File: config.mk
export PLATFORM = sky130hd
export DESIGN_NAME = vga_sync_decoder
export DESIGN_NICKNAME = d
export VERILOG_FILES = /design/src/rtl/vga_timing_pkg.sv /design/src/rtl/vga_sync_edge.sv /design/src/rtl/vga_sync_decoder.sv
export SDC_FILE = /design/constraint.sdc
export NUM_CORES = 1
export LEC_CHECK = 0
export ABC_CLOCK_PERIOD_IN_PS = 5600
export CORE_ASPECT_RATIO = 1.2
export CORE_MARGIN = 10
export CORE_UTILIZATION = 54
export CTS_CLUSTER_SIZE = 8
export DETAILED_ROUTE_END_ITERATION = 7
export PLACE_DENSITY = 0.8
export SLEW_MARGIN = 0
export SYNTH_ARGS = -nofsm -noshare
export SYNTH_HDL_FRONTEND = slang
export SYNTH_SLANG_ARGS = --single-unit
File: constraint.sdc
create_clock -name clk -period 5.6 [get_ports clk]
set_clock_uncertainty 0.2 [all_clocks]
set_input_delay 1.68 -clock clk [delete_from_list [all_inputs] [get_ports clk]]
set_output_delay 1.68 -clock clk [all_outputs]
set_load 0.02 [all_outputs]
File: src/rtl/vga_timing_pkg.sv
// 640x480@60 timing constants shared by the VGA generator and the receive-side decoder,
// plus the lock state machine encoding.
package vga_timing_pkg;

    localparam int H_TOTAL     = 800;
    localparam int H_SYNC      = 96;
    localparam int H_BP        = 48;
    localparam int H_ACTIVE    = 640;
    localparam int V_TOTAL     = 525;
    localparam int V_SYNC      = 2;
    localparam int V_BP        = 33;
    localparam int V_ACTIVE    = 480;
    localparam int LOCK_FRAMES = 2;

    typedef enum logic [1:0] {
        ST_SEARCH  = 2'd0,
        ST_MEASURE = 2'd1,
        ST_LOCKED  = 2'd2
    } sync_state_e;

endpackage

File: src/rtl/vga_sync_edge.sv
// Holds the previous sync sample and flags a falling edge on the pixel strobe.
// The previous-sample register idles high so a stream starting in sync is seen as an edge.
module vga_sync_edge (
    input  logic clk,
    input  logic rst,
    input  logic pix_en,
    input  logic sync_in,
    output logic fall
);

    logic prev;

    always_ff @(posedge clk) begin
        if (rst) begin
            prev <= 1'b1;
        end else if (pix_en) begin
            prev <= sync_in;
        end
    end

    assign fall = pix_en & prev & ~sync_in;

endmodule

File: src/rtl/vga_sync_decoder.sv
// Recovers pixel coordinates from an hsync/vsync/RGB stream, checks line and frame
// lengths, tracks timing lock and captures one probe pixel per frame.
module vga_sync_decoder #(
    parameter int H_TOTAL     = vga_timing_pkg::H_TOTAL,
    parameter int H_SYNC      = vga_timing_pkg::H_SYNC,
    parameter int H_BP        = vga_timing_pkg::H_BP,
    parameter int H_ACTIVE    = vga_timing_pkg::H_ACTIVE,
    parameter int V_TOTAL     = vga_timing_pkg::V_TOTAL,
    parameter int V_SYNC      = vga_timing_pkg::V_SYNC,
    parameter int V_BP        = vga_timing_pkg::V_BP,
    parameter int V_ACTIVE    = vga_timing_pkg::V_ACTIVE,
    parameter int LOCK_FRAMES = vga_timing_pkg::LOCK_FRAMES
) (
    input  logic        clk,
    input  logic        rst,
    input  logic        pix_en,
    input  logic        hsync_in,
    input  logic        vsync_in,
    input  logic [11:0] rgb_in,
    input  logic [9:0]  probe_h,
    input  logic [9:0]  probe_v,
    output logic [9:0]  h_cnt,
    output logic [9:0]  v_cnt,
    output logic        valid,
    output logic        locked,
    output logic        line_err,
    output logic        frame_err,
    output logic [11:0] probe_pixel,
    output logic        probe_done
);
    import vga_timing_pkg::*;

    localparam int HW      = $clog2(2 * H_TOTAL + 1);
    localparam int VW      = $clog2(2 * V_TOTAL + 1);
    localparam int GW      = $clog2(LOCK_FRAMES + 1);
    localparam int H_START = H_SYNC + H_BP;
    localparam int V_START = V_SYNC + V_BP;

    logic          h_fall, v_fall;
    sync_state_e   state;
    logic [HW-1:0] hx, hx_new;
    logic [VW-1:0] vy, vy_new;
    logic [GW-1:0] good_frames;
    logic          v_pend;
    logic [9:0]    probe_h_lat, probe_v_lat;
    logic          frame_start, checking, line_bad, frame_bad, any_err;
    logic          in_active, probe_hit;
    logic [9:0]    h_rel, v_rel;

    vga_sync_edge u_hsync_edge (
        .clk     (clk),
        .rst     (rst),
        .pix_en  (pix_en),
        .sync_in (hsync_in),
        .fall    (h_fall)
    );

    vga_sync_edge u_vsync_edge (
        .clk     (clk),
        .rst     (rst),
        .pix_en  (pix_en),
        .sync_in (vsync_in),
        .fall    (v_fall)
    );

    // Next sample/line index and the length checks they imply; counters saturate instead of wrapping.
    always_comb begin
        frame_start = h_fall & (v_fall | v_pend);
        checking    = (state != ST_SEARCH);
        hx_new      = hx;
        vy_new      = vy;
        line_bad    = 1'b0;
        frame_bad   = 1'b0;
        if (h_fall) begin
            hx_new   = '0;
            line_bad = checking && (hx != HW'(H_TOTAL - 1));
        end else if (pix_en && (hx != HW'(2 * H_TOTAL))) begin
            hx_new   = hx + HW'(1);
            line_bad = checking && (hx == HW'(2 * H_TOTAL - 1));
        end
        if (frame_start) begin
            vy_new    = '0;
            frame_bad = checking && (vy != VW'(V_TOTAL - 1));
        end else if (h_fall && (vy != VW'(2 * V_TOTAL))) begin
            vy_new    = vy + VW'(1);
            frame_bad = checking && (vy == VW'(2 * V_TOTAL - 1));
        end
        any_err   = line_bad | frame_bad;
        in_active = (hx_new >= HW'(H_START)) && (hx_new < HW'(H_START + H_ACTIVE)) &&
                    (vy_new >= VW'(V_START)) && (vy_new < VW'(V_START + V_ACTIVE));
        h_rel     = 10'(hx_new - HW'(H_START));
        v_rel     = 10'(vy_new - VW'(V_START));
        probe_hit = (state == ST_LOCKED) && in_active && !any_err &&
                    (h_rel == probe_h_lat) && (v_rel == probe_v_lat);
    end

    always_ff @(posedge clk) begin
        if (rst) begin
            state       <= ST_SEARCH;
            good_frames <= '0;
            hx          <= '0;
            vy          <= '0;
            v_pend      <= 1'b0;
            probe_h_lat <= '0;
            probe_v_lat <= '0;
            h_cnt       <= '0;
            v_cnt       <= '0;
            valid       <= 1'b0;
            locked      <= 1'b0;
            line_err    <= 1'b0;
            frame_err   <= 1'b0;
            probe_pixel <= '0;
            probe_done  <= 1'b0;
        end else begin
            line_err   <= 1'b0;
            frame_err  <= 1'b0;
            probe_done <= 1'b0;
            if (pix_en) begin
                hx <= hx_new;
                vy <= vy_new;
                if (frame_start) begin
                    v_pend      <= 1'b0;
                    probe_h_lat <= probe_h;
                    probe_v_lat <= probe_v;
                end else if (v_fall) begin
                    v_pend <= 1'b1;
                end
                h_cnt     <= in_active ? h_rel : 10'd0;
                v_cnt     <= in_active ? v_rel : 10'd0;
                valid     <= in_active && (state == ST_LOCKED);
                line_err  <= line_bad;
                frame_err <= frame_bad;
                if (probe_hit) begin
                    probe_pixel <= rgb_in;
                    probe_done  <= 1'b1;
                end
                if (any_err) begin
                    state       <= ST_SEARCH;
                    good_frames <= '0;
                    locked      <= 1'b0;
                end else begin
                    case (state)
                        ST_SEARCH: if (frame_start) state <= ST_MEASURE;
                        ST_MEASURE: begin
                            if (frame_start) begin
                                if (good_frames == GW'(LOCK_FRAMES - 1)) begin
                                    state       <= ST_LOCKED;
                                    locked      <= 1'b1;
                                    good_frames <= '0;
                                end else begin
                                    good_frames <= good_frames + GW'(1);
                                end
                            end
                        end
                        ST_LOCKED: ;
                        default: state <= ST_SEARCH;
                    endcase
                end
            end
        end
    end

endmodule

==> results of run 1 <==
[layout make-up]
cell class / instances / area, µm²
Timing Repair Buffer: 104 / 983
Sequential cell: 86 / 1720
Clock buffer: 10 / 138
Fill cell: 726 / 2670
Inverter: 16 / 60.1
Tap cell: 117 / 146
Multi-Input combinational cell: 439 / 2800
Clock inverter: 6 / 45.0
[sequential cells by signal, summed over array words and instances (netlist names), 2 cells and up]
register / count
probe_pixel: 12
hx: 11
vy: 11
h_cnt: 10
probe_h_lat: 10
probe_v_lat: 10
v_cnt: 10
good_frames: 2
state: 2
[synthesized netlist by cell type (all sizes together) (4+ instances only)]
cell	count	share of area [%]
a22o	4	0.74
a21oi	50	5.3
o21ai	40	4.2
xnor3	4	1.9
nand3	23	2.5
clkbuf	23	1.8
nor4	7	1.2
or4	6	1.1
nand4b	4	0.74
buf	13	1.5
a32o	7	1.5
xor2	8	1.5
o21a	5	0.79
nand4	13	1.7
a211oi	8	1.4
nand2	66	5.2
nor3	20	2.2
dfxtp	86	36
nor2	37	2.9
or3	5	0.77
nor2b	16	2.1
and3	5	0.66
inv	16	1.3
nand2b	9	1.2
nand3b	4	0.63
a2111oi	4	1.1
ha	9	2.4
xnor2	22	4.1
[power by group through the flow]
stage	combinational [mW]	clock (mW)	sequential (mW)
after global routing	0.131	0.447	0.632
after detailed placement	0.119	0	0.645
after CTS	0.120	0.422	0.631
final	0.122	0.418	0.631
after floorplan	0.0660	0	0.640
after global placement	0.118	0	0.644
[cells by family (layout without fill, tap and decap cells)]
| family | count (synthesis) | count (layout) |
|---|---|---|
| AND/OR/NAND/NOR | 231 | 231 |
| AO/OA/AOI/OAI | 160 | 160 |
| flip-flops | 86 | 86 |
| buffers and inverters | 52 | 136 |
| XOR/XNOR | 34 | 34 |
| adder cells (fa/ha/maj) | 10 | 10 |
| multiplexers | 4 | 4 |
[worst max-delay path: cells and delay by family]
kind	cells	cell delay, ps
compound gates	8	1580
simple gates	4	1150
buf+inv	2	610
fa+ha+maj	1	230
[layer usage]
layer,routed length [µm],vias to the layer above,part of all wire [%],GRT usage [%]
met1,5860,2216,41,25.2
met5,0,-,0,0
li1,-,2262,-,-
met4,374,0,2.6,9.07
met2,7040,184,49,37.8
met3,1130,40,7.8,6.45
[final timing paths]
check / startpoint / end / cells past startpoint
worst max-delay path: hsync_in / probe_pixel[1]$_SDFFE_PP0P_ / 15
worst min-delay path: h_cnt[9]$_SDFFE_PP0P_ / h_cnt[9]$_SDFFE_PP0P_ / 2
worst max register to register: vy[0]$_SDFFE_PP0P_ / probe_pixel[1]$_SDFFE_PP0P_ / 15
worst min register to register: h_cnt[9]$_SDFFE_PP0P_ / h_cnt[9]$_SDFFE_PP0P_ / 2
[through the flow]
stage,util [%],instances,cell area (µm²),hold WS [ps],setup WS [ps]
2_1_floorplan,-,577,4740,236,388
3_3_place_gp,66.7,762,5710,241,112
3_5_place_dp,66.7,762,5710,244,38.0
4_1_cts,68.8,778,5900,266,400
5_1_grt,68.8,778,5900,291,146
6_report,68.8,778,5900,262,388
==> impl_metrics.ini, run 1 <==
[worst_setup_path]
worstSetupPathType = in2reg
critical_path.slowest_cell = or4_4
worstPathArrival_ps = 5250
critPathCaptureType = flip-flop
worst_path_largest_cell_delay_ps = 610
start_kind = primary input
r2r_slack_ps = 1130
required_ps = 5640
path_cells = clkdlybuf4s50_1 > and3b_1 > a21oi_1 > a21o_1 > inv_1 > ha_1 > nor2b_1 > a32o_1 > a211oi_1 > o311ai_0 > a2111oi_4 > nand3_2 > or4_4 > o21ai_0 > a21oi_1
cpMostUsedCell = a21oi_1
critical_path.max_fanout = 13

[global_routing]
grt-ovfl-total = 0
antenna_found_initial = 0
grt.total_usage_pct = 22.0
grt_pass1_wl_mm = 23.2
grt_max_degree = 34
grt_pass1_vias = 4708

[synth]
async_flop_share_pct = 0
synth_simple_gate_area_share_pct = 25.8
muxShareOfSynthArea_pct = 0.871
synthCells = 577
synth_compound_area_share_pct = 22.3
synth_top_family_by_area = simple AND/OR/NAND/NOR gates
syn_area_per_cell_um2 = 8.21
syn_nets = 623
synth_cell_types = 71
synth_edf_count = 0
ys.warnings.count = 0
synth_flop_cell = dfxtp_1
seq_area_frac_synth_pct = 36.3
synth_fa_ha_area_share_pct = 2.59
synth.cell_area_um2 = 4740
synth-xor-area-share_pct = 7.45
ys_ff_latch = 86

[cts]
cts_resized = 0
ctsHtreeMaxLevel = 3
hold_buffers = 0
clock_latency_ps = 380
cts_tree = done
path_clk_slew_ps = 90
clock_path_buffers = 2
cts-root-buf = clkbuf_8
numClockSinks = 86
numCtsBuffers = 9
cts_setup_buffers = 0

[place]
place_congestion = 0.949
hpwlAfterDp_mm = 10.9
port_buffers = 73

[layout]
layout.nets = 702
drive_gt1_share_pct = 9.68
syn2layout_area_growth_pct = 24.4
final_cell_mix = 86 x dfxtp_1, 72 x clkdlybuf4s50_1, 66 x nand2_1, 49 x a21oi_1, 37 x nor2_1
n_antenna_cell = 0
layout_commonest_cell = dfxtp_1

[sta]
period_minus_slack_ps = 5210
hold_viol = 0
slew_headroom_pct = 16.2
rsz0062_at_grt = false
setup_tns_ps = 0
period_share_pct = 93.1
worst_pin_slew_ps = 1250
drv_slew = 0
max_freq_mhz = 192
setup_viol = 0

[floorplanning]
row_count = 37
fp.coreArea_um2 = 8560
die_h_um = 123
die_w_um = 106
ios = 74
initial_core_util_pct = 55.3
dieArea_um2 = 12900

[power_and_ir_drop]
p_leak_nw = 2.07
p_sw_mw = 0.318
combPwrFrac_pct = 10.4
ir_worst_vdd_mv = 0.185
power.total_mw = 1.17
switching_share_pct = 27.2
p_int_mw = 0.853
power-per-cell-area_nw_per_um2 = 199
p_clk_share_pct = 35.7
seq_power_share_pct = 53.9

[route]
vias_per_cell = 6.04
wl_per_cell_um = 18.5
drcViolationCount = 0
finalWirelength_mm = 14.4
ant_nets = 0
vias = 4702
first_pass_iters = 5
first_iter_violations = 238

[flow_run]
cap_violations = 0

[status]
status = completed

[worst_hold_path]
min_path_type = reg2reg
Note: power is estimated with default switching activity, not from simulation.
==> inputs of run 2 (changes only) <==
Settings changed: ABC_CLOCK_PERIOD_IN_PS 5600 to 4400, CORE_UTILIZATION 54 to 49, MAX_ROUTING_LAYER set to met4, PLACE_DENSITY 0.8 to 0.77.
Clock period 5.6 ns to 4.4 ns, I/O delays scaled along.
==> run 2 against run 1 <==
Register-to-register slack worse by 740 ps. Clock-buffer cell count stayed put. Critical path depth is 1 higher. Total power is 53% higher. Largest cell class unchanged. Global-route usage is 1.8 points higher. Wire length is 15% higher. Via count is 8.4% higher. Final cell count is 11% higher.
==> impl_metrics.ini, run 2 (synthesis gave the netlist of run 1 again) <==
[layout]
top_regs = probe_pixel: 12 flops, hx: 11 flops, vy: 11 flops
final_cell_mix = 109 x buf_4, 86 x dfxtp_1, 69 x clkdlybuf4s50_1, 65 x nand2_1, 46 x a21oi_1
top_register = probe_pixel
layout.nets = 783
syn2layout_area_growth_pct = 42.4
final_util_pct = 71.3
largest_reg_flops = 12
seqCellArea_um2 = 1720
layout_commonest_cell = buf_4
n_antenna_cell = 0
fillers = 749
multi_input_area_um2 = 2940
stdcell_area_um2 = 6750
drive_gt1_share_pct = 23.3

[power_and_ir_drop]
p_sw_mw = 0.448
power.total_mw = 1.80
ir_worst_vdd_mv = 0.245
p_clk_share_pct = 44.9
p_int_mw = 1.35
combPwrFrac_pct = 10.5
power-per-cell-area_nw_per_um2 = 266
seq_power_share_pct = 44.6
switching_share_pct = 24.9
p_leak_nw = 2.55

[place]
dpl_worst_slack_ps = -595
port_buffers = 73
placed_area_um2 = 6300
place_congestion = 0.954
hpwlAfterDp_mm = 12.3

[cts]
cts-root-buf = clkbuf_16
ctsHtreeMaxLevel = 3
cts_tree = done
numClockSinks = 86
numCtsBuffers = 9
path_clk_slew_ps = 70
clock_latency_ps = 340
clock_path_buffers = 2

[sta]
drv_slew = 0
period_share_pct = 97.6
slew_headroom_pct = 57.1
layout_setup_ws_ps = 104
hold_slack_ps = 259
rsz0062_at_grt = true
hold_viol = 0
setup_viol = 0
max_freq_mhz = 233
worst_pin_slew_ps = 644
period_minus_slack_ps = 4300

[worst_hold_path]
min_path_type = reg2reg
hp-start = h_cnt[2]$_SDFFE_PP0P_
worstHoldPathCells = 2
whs_endpoint = h_cnt[2]$_SDFFE_PP0P_

[global_routing]
grt.total_usage_pct = 23.8
grt_pass1_vias = 5047
grt_pass1_wl_mm = 25.9
grt-ovfl-total = 0
grt_max_degree = 34
antenna_found_initial = 0

[floorplanning]
row_count = 39
die_w_um = 110
initial_core_util_pct = 50.1
die_h_um = 128
ios = 74
fp.coreArea_um2 = 9470
dieArea_um2 = 14000

[route]
ant_nets = 0
vias_per_cell = 5.89
wl_per_cell_um = 19.1
vias = 5099
drcViolationCount = 0
first_pass_iters = 6
finalWirelength_mm = 16.5
first_iter_violations = 324

[worst_setup_path]
path_delay_family = compound AO/OA/AOI/OAI gates
critPathCaptureType = flip-flop
worst_path_largest_cell_delay_ps = 600
rr_worst_depth = 14
r2r_slack_ps = 390
critical_path.slowest_cell = or4_4
crit_buf_inv = 3
start_kind = primary input
worstPathArrival_ps = 4320
critical_path.max_fanout = 7
rr_startpoint = vy[6]$_SDFFE_PP0P_
r2r_end = probe_pixel[4]$_SDFFE_PP0P_
path_cells = buf_4 > and3b_2 > buf_6 > a21oi_4 > a21o_1 > inv_2 > ha_2 > nor2b_4 > a32o_1 > a211oi_2 > o311ai_2 > a2111oi_4 > nand3_2 > or4_4 > o21ai_2 > a21oi_2
required_ps = 4420
worstSetupPathType = in2reg

[status]
status = completed

[flow_run]
cap_violations = 0
==> run 2: final cells by class <==
type / count / share of cell area [%]
inverter: 16 / 0.890
clock buffer: 10 / 3.54
timing repair buffer: 184 / 23.1
sequential: 86 / 25.5
clock inverter: 6 / 1.11
multi-input combinational: 440 / 43.6
tap: 123 / 2.28
==> run 2: how the worst max path moves through the flow <==
stage | from | endpoint | slack (ps) | cells after the start
finish | pix_en | probe_pixel[4]$_SDFFE_PP0P_ | 100 | 16
global route | pix_en | probe_pixel[6]$_SDFFE_PP0P_ | -60 | 18
CTS | hsync_in | probe_pixel[4]$_SDFFE_PP0P_ | 30 | 16
detailed placement | pix_en | probe_pixel[4]$_SDFFE_PP0P_ | -600 | 14
global placement | pix_en | probe_pixel[0]$_SDFFE_PP0P_ | -530 | 13
floorplan | pix_en | probe_pixel[3]$_SDFFE_PP0P_ | 20 | 18
==> run 2: metal layers <==
| layer | GRT usage (%) | up-vias | wire, µm |
|---|---|---|---|
| met5 | - | - | 0 |
| met3 | 5.08 | 28 | 1010 |
| li1 | - | 2429 | - |
| met1 | 29.1 | 2428 | 7080 |
| met4 | 7.21 | 0 | 342 |
| met2 | 38.3 | 214 | 8080 |
==> run 2: repair_timing <==
action	in CTS	in global routing
pin swaps	7	21
resized for setup	20	26
hold buffers	0	0
setup buffers	0	2
setup endpoints to repair	31	12
cloned	1	1
==> run 2: worst min-delay path, delay by kind of cell, from the launching register on <==
family	cells	cell delay (ps)
AOI/OAI and AO/OA	1	60
DFF	1	320
and+or+nand+nor	1	40
==> run 2: stage by stage <==
stage,TNS (ps),std cells
after detailed placement,-17870,845
after floorplan,0,577
after global placement,-15260,845
after CTS,0,862
final,0,865
after global routing,-429,865
==> run 2: power by group through the flow <==
stage / Clock [mW] / Combinational [mW] / Sequential [mW]
3_3_place_gp: 0 / 0.175 / 0.819
2_1_floorplan: 0 / 0.0872 / 0.814
5_1_grt: 0.846 / 0.203 / 0.803
3_5_place_dp: 0 / 0.179 / 0.819
6_report: 0.806 / 0.188 / 0.802
4_1_cts: 0.813 / 0.182 / 0.802
==> inputs of run 3 (changes only) <==
Settings changed: HOLD_SLACK_MARGIN set to 0.06.
==> results of run 3 <==
Final layout, timing and power as in run 2 (identical DEF).
